### src/rtl/poly_addsub_ctrl_pkg.sv
// Shared constants and FSM state type for the polynomial add/subtract sequencer.
// Kyber field parameters live here so the datapath and the sequencer agree on them.
package poly_addsub_ctrl_pkg;

   localparam int unsigned DWIDTH  = 12;
   localparam int unsigned KYBER_Q = 3329;
   localparam int unsigned KYBER_N = 256;

   typedef enum logic [1:0] {
      StIdle,
      StRead,
      StDrain,
      StFin
   } state_e;

endpackage

### src/rtl/mod_add.sv
// Modular adder: sum_o = (a_i + b_i) mod Q for operands already reduced below Q.
// The add is done in DW+1 bits so the carry is never lost before the conditional subtract.
module mod_add #(
   parameter int unsigned DW = 12,
   parameter int unsigned Q  = 3329
) (
   input  logic [DW-1:0] a_i,
   input  logic [DW-1:0] b_i,
   output logic [DW-1:0] sum_o
);

   localparam logic [DW:0] QW = (DW+1)'(Q);

   logic [DW:0] raw;

   assign raw   = {1'b0, a_i} + {1'b0, b_i};
   assign sum_o = DW'((raw >= QW) ? raw - QW : raw);

endmodule

### src/rtl/poly_addsub_ctrl.sv
// Streams one polynomial pair from two source RAMs through a single mod_add and writes
// c = a + b or c = a - b (mod q) to a destination RAM, one coefficient per cycle.
module poly_addsub_ctrl
   import poly_addsub_ctrl_pkg::*;
#(
   parameter int unsigned N  = KYBER_N,
   parameter int unsigned AW = $clog2(N),
   parameter int unsigned DW = DWIDTH
) (
   input  logic          clk,
   input  logic          rst_n,
   input  logic          start,
   input  logic          op_sub,
   output logic          busy,
   output logic          done,
   output logic          err_range,
   output logic          rd_en,
   output logic [AW-1:0] rd_addr,
   input  logic [DW-1:0] rdata_a,
   input  logic [DW-1:0] rdata_b,
   output logic          wr_en,
   output logic [AW-1:0] wr_addr,
   output logic [DW-1:0] wr_data
);

   localparam logic [DW-1:0] QV    = DW'(KYBER_Q);
   localparam logic [AW-1:0] LastA = AW'(N - 1);

   state_e        state_q, state_d;
   logic          op_sub_q, op_sub_d;
   logic          busy_q, busy_d;
   logic          done_q, done_d;
   logic          err_q, err_d;
   logic          rd_en_q, rd_en_d;
   logic [AW-1:0] rd_addr_q, rd_addr_d;
   logic          v1_q, v1_d;
   logic [AW-1:0] addr1_q, addr1_d;
   logic          wr_en_q, wr_en_d;
   logic [AW-1:0] wr_addr_q, wr_addr_d;
   logic [DW-1:0] wr_data_q, wr_data_d;
   logic [DW-1:0] b_cond;
   logic [DW-1:0] sum;

   // Subtraction reuses the adder as a + (q - b); b == 0 must map to 0, not q.
   assign b_cond = (!op_sub_q || rdata_b == '0) ? rdata_b
                                                : DW'((DW+1)'(KYBER_Q) - {1'b0, rdata_b});

   mod_add #(
      .DW (DW),
      .Q  (KYBER_Q)
   ) u_mod_add (
      .a_i   (rdata_a),
      .b_i   (b_cond),
      .sum_o (sum)
   );

   always_comb begin
      state_d   = state_q;
      op_sub_d  = op_sub_q;
      busy_d    = busy_q;
      done_d    = 1'b0;
      err_d     = err_q;
      rd_en_d   = rd_en_q;
      rd_addr_d = rd_addr_q;
      // v1 marks the cycle in which RAM data for addr1 is on rdata_a/rdata_b.
      v1_d      = rd_en_q;
      addr1_d   = rd_addr_q;
      wr_en_d   = v1_q;
      wr_addr_d = addr1_q;
      wr_data_d = v1_q ? sum : wr_data_q;

      if (v1_q && (rdata_a >= QV || rdata_b >= QV)) begin
         err_d = 1'b1;
      end

      unique case (state_q)
         StIdle: begin
            if (start) begin
               op_sub_d  = op_sub;
               err_d     = 1'b0;
               busy_d    = 1'b1;
               rd_en_d   = 1'b1;
               rd_addr_d = '0;
               state_d   = StRead;
            end
         end
         StRead: begin
            if (rd_addr_q == LastA) begin
               rd_en_d = 1'b0;
               state_d = StDrain;
            end else begin
               rd_addr_d = rd_addr_q + AW'(1);
            end
         end
         StDrain: begin
            if (v1_q && addr1_q == LastA) begin
               state_d = StFin;
            end
         end
         StFin: begin
            done_d  = 1'b1;
            busy_d  = 1'b0;
            state_d = StIdle;
         end
         default: state_d = StIdle;
      endcase
   end

   always_ff @(posedge clk) begin
      if (!rst_n) begin
         state_q   <= StIdle;
         op_sub_q  <= 1'b0;
         busy_q    <= 1'b0;
         done_q    <= 1'b0;
         err_q     <= 1'b0;
         rd_en_q   <= 1'b0;
         rd_addr_q <= '0;
         v1_q      <= 1'b0;
         addr1_q   <= '0;
         wr_en_q   <= 1'b0;
         wr_addr_q <= '0;
         wr_data_q <= '0;
      end else begin
         state_q   <= state_d;
         op_sub_q  <= op_sub_d;
         busy_q    <= busy_d;
         done_q    <= done_d;
         err_q     <= err_d;
         rd_en_q   <= rd_en_d;
         rd_addr_q <= rd_addr_d;
         v1_q      <= v1_d;
         addr1_q   <= addr1_d;
         wr_en_q   <= wr_en_d;
         wr_addr_q <= wr_addr_d;
         wr_data_q <= wr_data_d;
      end
   end

   assign busy      = busy_q;
   assign done      = done_q;
   assign err_range = err_q;
   assign rd_en     = rd_en_q;
   assign rd_addr   = rd_addr_q;
   assign wr_en     = wr_en_q;
   assign wr_addr   = wr_addr_q;
   assign wr_data   = wr_data_q;

endmodule
### config.mk
export PLATFORM = sky130hd
export DESIGN_NAME = poly_addsub_ctrl
export DESIGN_NICKNAME = d
export VERILOG_FILES = /design/src/rtl/poly_addsub_ctrl_pkg.sv /design/src/rtl/mod_add.sv /design/src/rtl/poly_addsub_ctrl.sv
export SDC_FILE = /design/constraint.sdc
export NUM_CORES = 1
export LEC_CHECK = 0
export CORE_MARGIN = 5
export CORE_UTILIZATION = 54
export CTS_BUF_LIST = sky130_fd_sc_hd__clkbuf_4
export DETAILED_ROUTE_END_ITERATION = 12
export HOLD_SLACK_MARGIN = 0.02
export PLACE_DENSITY_LB_ADDON = 0.2
export SLEW_MARGIN = 20
export SYNTH_ARGS = -nofsm -noshare
export SYNTH_HDL_FRONTEND = slang
export SYNTH_HIERARCHICAL = 1
export SYNTH_SLANG_ARGS = --single-unit
### constraint.sdc
create_clock -name clk -period 5.95 [get_ports clk]
set_input_delay 1.19 -clock clk [delete_from_list [all_inputs] [get_ports clk]]
set_output_delay 1.19 -clock clk [all_outputs]
set_load 0.02 [all_outputs]
Word-level counts from Yosys, hierarchy flattened:

Index checks and enable logic that the tools add are counted.

* bits of input ports: 28
* bits in registers: 45
* output and inout port bits: 33

* multiplexer cells: 17
* eq/ne operators: 9
* $add $sub $neg: 4
* magnitude comparators: 3
* reductions and logical operators: 14

Operators with widths (count)
* greater-or-equal comparator 12 bit, second input constant: 2
* 2-to-1 mux 12 bit: 2
* equality test 8 bit, second input constant: 2
* 2-to-1 mux 8 bit: 2
* case mux 8 bit (2 select lines): 1
* adder 12 x 12 -> 13 bit: 1
* greater-or-equal comparator 13 x 12 -> 1 bit, second input constant: 1
* logical NOT 12 bit: 1
* subtractor 12 bit, first input constant: 1
* subtractor 12 bit, second input constant: 1
* AND reduction 3 bit: 3
* adder 8 x 1 -> 8 bit, second input constant: 1
* inequality test 2 bit, second input constant: 4
* case mux 2 bit (4 select lines): 1
* 2-to-1 mux 1 bit: 6
* 2-to-1 mux 2 bit: 3
* equality test 2 bit, second input constant: 2
* case mux 1 bit (2 select lines): 2
* AND reduction 2 bit: 2
* nonzero test 2 bit: 2
* equality test 2 x 1 -> 1 bit, second input constant: 1
* logical AND 1 bit: 2
* logical NOT 2 bit: 1
* logical OR 1 bit: 2
* logical NOT 1 bit: 1

Longest topological paths before layout:

Gate-level depths: netlist (run 1).

* word-level depth: 6
* gate-level depth with buffers: 17
* depth with buffers taken out: 16

By module:

Netlist (run 1), hierarchy kept.

Modules (own cells, without submodules)
* poly_addsub_ctrl: cells each 213, times used 1, area each 1974.4 um2, seq. area each 900.9 um2
* mod_add: cells each 136, times used 1, area each 1074.8 um2, seq. area each 0.0 um2

Least setup slack after synthesis (run 1):

OpenSTA, ideal clock, no wires.

* kind: input to register
* start: input rdata_b[1]
* end: register wr_data_q[1] (netlist: wr_data[1])
* library setup time: 0.128 ns
* data required time: 5.822 ns
* arrival time: 4.928 ns
* path buffers: 0
* setup slack: 0.894 ns
* cell stages on the path: 15
* cells stage by stage: or4_4 -> o41ai_4 -> mux2i_1 -> ha_1 -> fa_1 -> a211oi_2 -> nor2_1 -> xor2_1 -> nor4_4 -> a41oi_2 -> o22ai_4 -> nand2_2 -> mux2_4 -> mux2i_1 -> nor2_1

* word-level cells in the longest chain between the ends: 6

RTL lines
* start, declared: RTL line poly_addsub_ctrl.sv:20 `input logic [DW-1:0] rdata_b,`
* logical NOT 12 bit (*): RTL line poly_addsub_ctrl.sv:45 `assign b_cond = (!op_sub_q || rdata_b == '0) ? rdata_b`
* logical OR 1 bit (*): RTL line poly_addsub_ctrl.sv:45
* 2-to-1 mux 12 bit (*): RTL line poly_addsub_ctrl.sv:45
* via b_cond[0]: RTL line poly_addsub_ctrl.sv:41 `logic [DW-1:0] b_cond;`
* adder 12 x 12 -> 13 bit (*): RTL line mod_add.sv:16 `assign raw = {1'b0, a_i} + {1'b0, b_i};`
* subtractor 12 bit or greater-or-equal comparator 13 x 12 -> 1 bit (tied branches): RTL line mod_add.sv:17 `assign sum_o = DW'((raw >= QW) ? raw - QW : raw);`
* 2-to-1 mux 12 bit (*): RTL line mod_add.sv:17
* via sum[1]: RTL line poly_addsub_ctrl.sv:42 `logic [DW-1:0] sum;`
* end signal, assigned: RTL line poly_addsub_ctrl.sv:135 `wr_data_q <= wr_data_d;`
* end, declared: RTL line poly_addsub_ctrl.sv:40 `logic [DW-1:0] wr_data_q, wr_data_d;`

Mark *: on every way through the listed nets, which the timed path passes. The rest lies on a longest branch.
A chain may end at the register's enable or synchronous reset.

Worst setup path in the final report (run 1):

* start: input rdata_b[1]
* end: register wr_data_q[1] (netlist: wr_data[1])

* word-level cells in the longest chain between the ends: 6

RTL lines (RTL line)
* branches (longest 2 deep; another with subtractor 12 bit)
* 2-to-1 mux 12 bit (*): poly_addsub_ctrl.sv:45
* via b_cond[2]: poly_addsub_ctrl.sv:41
* adder 12 x 12 -> 13 bit (*): mod_add.sv:16
* greater-or-equal comparator 13 x 12 -> 1 bit (*): mod_add.sv:17
* 2-to-1 mux 12 bit (*): mod_add.sv:17
* via sum[1]: poly_addsub_ctrl.sv:42

Mark *: on every way through the listed nets, which the timed path passes.

==> metrics.txt, run 1 <==
die area=7250 sq um; Post-DP HPWL=5800 um; critical path type=primary input to flip-flop; Pre-antenna DRT Iters=4; crit path DAT=about 5.8 ns; part of the power in registers=0.318; FP Rows=27; fin. max-slew vios=0; post-cts sizing count=0; status=finished, final reports clean; DRT iter0 DRCs=~180; max-cap viol count=0; Worst-Margin Slew=0.775 ns; Clock Path Buffers=2; clock root cell=clkbuf_4; Pwr per Cell Area=just over 300 nW/um^2; H-Tree Depth=2; initial antenna violation count=0; most used flip-flop cell after synthesis=dfxtp_1; Ys Warns=6; DRC=0; most frequent cells in the layout=clkdlybuf4s50_1 (60), dfxtp_1 (45), nor2_1 (36); Via Count=about 2800; ANT nets after route=0; average size of a mapped cell=~8.7 sq um; post-synthesis sequential area ratio=0.295; Layout area overhead=24.0%; fin worst setup slack=0.401 ns; Die Span Y=between 80 and 90 um; clock sinks=between 40 and 50; grt total ovfl=0; Post-Place Worst Slack=between 0.07 and 0.08 ns; Port Buffers=60; Synth cell types=63; final period utilization=0.933; Post-CTS Setup Bufs=0; Num CTS Buffers=5; largest net degree at the start of global routing=23; CTS Hold Buffers Added=0; FF+latch count, synth=45; Mapped Cells=around 350; Fin. Hold Viols=0; Sw Share=0.430; Vias per Instance=slightly below 6; setup TNS=0 ns; commonest non-fill, non-tap cell in the layout=clkdlybuf4s50_1; Peak supply drop=0.149 mV; Initial Utilization=0.554; WL final=just over 7000 um; worst hold-check path type=flip-flop to flip-flop; clk_lat worst skew=between 0.3 and 0.4 ns; cell area after synthesis=around 3000 sq um; critical path capture point type=flip-flop; num ports=slightly above 60; first-pass GRT wire length=11500 um; clk_skew=around 0.010 ns; CORE AREA=5510 sq um; crit path max fanout=8; placer's final routability congestion estimate=just over 0.9; Fmax=~0.18 GHz; LEAKAGE=approximately 1.4 nW; CP required=around 6.2 ns; reg-to-reg slack, setup=~2.1 ns; Max transition margin=0.483; Antenna diodes=0; crit start category=primary input; share of flip-flops with an asynchronous set or reset=0; vias in the first global route=2521; nets=458; clk slew on worst S/H paths=approximately 0.14 ns; per-cell routed wire length=14.7 um; Power Internal=approximately 660 uW; Final setup viols=0; total track usage=0.193; share of cells above drive strength 1=0.0829; # fillers=approximately 470; EDFF count, synth=0; sw power=~500 uW; syn nets=around 400; Die Wd=~85 um; RSZ-0062 raised after global routing=false; post-route minimum period=5.55 ns; Comb power frac=0.549; CTS tree=yes; part of the power in the clock network=0.133
## metal layers
metal | wire length (um) | track usage | vias to the layer above
met2 | 3180 | 0.309 | 84
li1 | - | - | 1390
met1 | 3310 | 0.259 | 1287
met3 | 394 | 0.0301 | 19
met5 | 0 | 0 | -
met4 | 201 | 0.0791 | 0
## logic make-up (layout without fill, tap and decap cells)
group / count (synthesis) / count (layout) / synth area share
AOI/OAI and AO/OA: 89 / 89 / 0.228
and+or+nand+nor: 120 / 120 / 0.207
xor gates and xnor gates: 27 / 27 / 0.0800
buffers and inverters: 29 / 90 / 0.0386
muxes: 18 / 18 / 0.0624
DFF: 45 / 45 / 0.295
adders and majority gates: 21 / 21 / 0.0886
## cell type report
cell class	instances	area [sq um]	area share
multi-input cells	275	2030	0.537
flip-flops and latches	45	901	0.238
repair buffers	64	631	0.167
well taps	72	90.1	0.0238
inverters	18	67.6	0.0179
clock buffers	5	37.5	0.00992
clock inverters	3	25.0	0.00662
## cell usage after synthesis, drive strengths merged (2+ instances only)
cell,count,share of area
a31o,4,0.011
o21ai,8,0.013
ha,20,0.082
o21a,5,0.012
nand2b,3,0.0062
nand3,10,0.016
a21oi,29,0.053
o211ai,9,0.024
o2111ai,2,0.0057
a21boi,3,0.0074
nor2,36,0.044
nand2,19,0.024
mux2i,16,0.053
inv,18,0.022
dfxtp,45,0.30
nand4,5,0.010
and4,2,0.0057
or2,2,0.0041
or4,4,0.011
a21o,2,0.0049
and3,4,0.0082
mux2,2,0.0098
and2,18,0.037
a211oi,6,0.022
clkbuf,10,0.013
o31ai,3,0.0074
a31oi,4,0.0082
xnor2,11,0.034
or3,4,0.0082
a2111oi,2,0.012
o41ai,2,0.012
xor2,16,0.046
nor3,5,0.0082
nor4,4,0.013
o21bai,2,0.0049
## flip-flops by register name, summed over array words and instances, names as in the netlist
signal     flops
err_range      1
done           1
rd_en          1
op_sub_q       1
busy           1
wr_en          1
state_q        2
v1_q           1
wr_data       12
rd_addr        8
addr1_q        8
wr_addr        8
## power groups by stage
stage	clock network, mW	logic [mW]	registers [mW]
after floorplan	0	0.433	0.392
after global placement	0	0.609	0.374
after detailed placement	0	0.631	0.375
after CTS	0.157	0.633	0.369
after global routing	0.168	0.690	0.374
final	0.154	0.636	0.369
## per-stage QoR
step	hold WS (ns)	std cells	power, mW	utilization	cell area [sq um]
floorplan	0.429	349	0.825	-	3050
global placement	0.441	474	0.983	0.676	3720
detailed placement	0.446	474	1.01	0.676	3720
CTS	0.478	482	1.16	0.687	3780
global route	0.498	482	1.23	0.687	3780
finish	0.475	482	1.16	0.687	3780
## critical path, stage by stage
cell	delay [ns]
clkdlybuf4s50_1	0.51
or4_4	0.60
o41ai_4	0.39
buf_4	0.22
mux2_4	0.30
ha_1	0.35
a211oi_2	0.39
o21ai_0	0.18
xnor2_1	0.29
and3_1	0.24
a41oi_2	0.15
o22ai_4	0.33
nand2_2	0.12
mux2_4	0.31
mux2i_1	0.16
nor2_1	0.05
## worst paths after layout
path | depth (start not counted) | from | endpoint
min reg2reg | 1 | addr1_q[4] | wr_addr[4]
max reg2reg | 14 | op_sub_q | wr_data[1]
max | 16 | rdata_b[1] | wr_data[1]
min | 1 | addr1_q[4] | wr_addr[4]
(Power assumes the default switching activity.)
==> inputs of run 2 (changes only) <==
--- a/config.mk
+++ b/config.mk
@@ -5,6 +5,7 @@
 export SDC_FILE = /design/constraint.sdc
 export NUM_CORES = 1
 export LEC_CHECK = 0
+export CAP_MARGIN = 20
 export CORE_MARGIN = 5
 export CORE_UTILIZATION = 54
 export CTS_BUF_LIST = sky130_fd_sc_hd__clkbuf_4
==> results of run 2 <==
Final layout, timing and power as in run 1 (identical DEF).
==> inputs of run 3 (changes only) <==
--- a/config.mk
+++ b/config.mk
@@ -6,8 +6,9 @@
 export NUM_CORES = 1
 export LEC_CHECK = 0
 export CAP_MARGIN = 20
+export CORE_ASPECT_RATIO = 0.7
 export CORE_MARGIN = 5
-export CORE_UTILIZATION = 54
+export CORE_UTILIZATION = 58
 export CTS_BUF_LIST = sky130_fd_sc_hd__clkbuf_4
 export DETAILED_ROUTE_END_ITERATION = 12
 export HOLD_SLACK_MARGIN = 0.02
==> constraint.sdc (replaced) <==
create_clock -name clk -period 6.5 [get_ports clk]
set_input_delay 1.3 -clock clk [delete_from_list [all_inputs] [get_ports clk]]
set_output_delay 1.3 -clock clk [all_outputs]
set_load 0.02 [all_outputs]
==> metrics.txt, run 3 (synthesis gave the netlist of run 1 again) <==
share of cells above drive strength 1=0.0784 (-0.00450); crit path max fanout=9 (+1); Fin. Hold Viols=0 (unchanged); Pwr per Cell Area=279 nW/um^2 (-8.9%); CORE AREA=5170 sq um (-6.0%); setup TNS=0 ns (unchanged); Die Wd=96.7 um (+14%); CTS Hold Buffers Added=0 (unchanged); grt total ovfl=0 (unchanged); max-cap viol count=0 (unchanged); CTS tree=yes; CP required=6.73 ns (+0.53 ns); crit start category=primary input; Peak supply drop=0.123 mV (-17%); clock root cell=clkbuf_4; placer's final routability congestion estimate=0.962 (+5.3%); RSZ-0062 raised after global routing=false; DRC=0 (unchanged); Clock Path Buffers=2 (unchanged); per-cell routed wire length=15.4 um (+4.9%); largest net degree at the start of global routing=23 (unchanged); ANT nets after route=0 (unchanged); worst hold-check path type=flip-flop to flip-flop; fin. max-slew vios=0 (unchanged); clk_lat worst skew=0.35 ns (-0.02 ns); Pre-antenna DRT Iters=4 (unchanged); Port Buffers=60 (unchanged); vias in the first global route=2518 (-0.12%); Initial Utilization=0.589 (+0.0355); first-pass GRT wire length=12000 um (+4.4%); clk_skew=0.0109 ns (+0.000533 ns); critical path type=primary input to flip-flop; Num CTS Buffers=5 (unchanged); num ports=61 (unchanged); clock sinks=45 (unchanged); LEAKAGE=1.41 nW (-0.94%); FP Rows=22 (-19%); critical path capture point type=flip-flop; status=finished, final reports clean; Fmax=0.174 GHz; Max transition margin=0.485 (+0.00242); total track usage=0.213 (+0.0201); Via Count=2792 (+0.43%); WL final=7400 um (+4.5%); DRT iter0 DRCs=163 (-10%); Vias per Instance=5.82 (+0.85%); die area=6830 sq um (-5.8%); Die Span Y=70.7 um (-17%); Antenna diodes=0 (unchanged); H-Tree Depth=2 (unchanged); Post-CTS Setup Bufs=0 (unchanged); crit path DAT=5.98 ns (+0.18 ns); Post-Place Worst Slack=0.358 ns (+0.287 ns); Power, Total=1.05 mW (-9.3%); fin worst setup slack=0.741 ns (+0.340 ns); initial antenna violation count=0 (unchanged); reg-to-reg slack, setup=2.82 ns (+0.68 ns); final period utilization=0.886; nets=456 (-0.44%); Worst-Margin Slew=0.771 ns (-0.00362 ns); clk slew on worst S/H paths=0.12 ns (-0.02 ns); post-cts sizing count=0 (unchanged); commonest non-fill, non-tap cell in the layout=clkdlybuf4s50_1; post-route minimum period=approximately 5.8 ns; Post-DP HPWL=6070 um (+4.6%); most frequent cells in the layout=clkdlybuf4s50_1 (60), dfxtp_1 (45), nor2_1 (36); Layout area overhead=23.5%; max FFs per register=12 (unchanged); Final setup viols=0 (unchanged)
==> run 3: changes by cell type in the layout (fill, tap and decap cells not counted) <==
cell        delta
inv_6          -2
clkbuf_4       +1
buf_4          -2
clkinvlp_4     +1
==> run 3: final cells by class <==
class | instances | area (sq um)
timing repair buffer | 62 | 616
multi-input combinational | 275 | 2030
sequential | 45 | 901
inverter | 18 | 67.6
fill | 419 | 1410
tap | 72 | 90.1
clock inverter | 2 | 15.0
clock buffer | 6 | 45.0
==> run 3: through the flow <==
| stage | area, sq um | utilization | std cells | hold WS (ns) |
|---|---|---|---|---|
| floorplan | 3050 | - | 349 | 0.429 |
| detailed placement | 3700 | 0.716 | 472 | 0.444 |
| finish | 3760 | 0.728 | 480 | 0.464 |
| global route | 3760 | 0.728 | 480 | 0.485 |
| CTS | 3760 | 0.728 | 480 | 0.459 |
| global placement | 3700 | 0.716 | 472 | 0.442 |
==> run 3: worst paths after layout <==
path | startpoint | to | depth (start not counted)
hold / removal | addr1_q[1] | wr_addr[1] | 1
setup / recovery | rdata_b[1] | wr_data[1] | 16
hold reg to reg | addr1_q[1] | wr_addr[1] | 1
setup reg to reg | op_sub_q | wr_data[1] | 14
==> run 3: power breakdown <==
part           total, mW  internal, mW  switching (mW)
clock              0.133        0.0465          0.0862
sequential         0.340         0.307          0.0324
combinational      0.579         0.247           0.333
total               1.05         0.600           0.451
==> run 3: per-layer routing <==
| metal | global-route usage | up-vias | wire length, um |
|---|---|---|---|
| met4 | 0.0576 | 0 | 129 |
| met2 | 0.315 | 124 | 2980 |
| met5 | 0 | - | 0 |
| met1 | 0.307 | 1275 | 3690 |
| met3 | 0.0571 | 12 | 603 |
| li1 | - | 1381 | - |
==> run 3: worst max-delay path, cell delays in order <==
cell	delay, ns
clkdlybuf4s50_1	0.51
or4_4	0.61
o41ai_4	0.58
mux2i_1	0.17
ha_1	0.25
fa_1	0.42
a211oi_2	0.32
nor2_1	0.11
xor2_1	0.21
nor4_4	0.36
a41oi_2	0.19
o22ai_4	0.32
nand2_2	0.13
mux2_4	0.31
mux2i_1	0.15
nor2_1	0.05
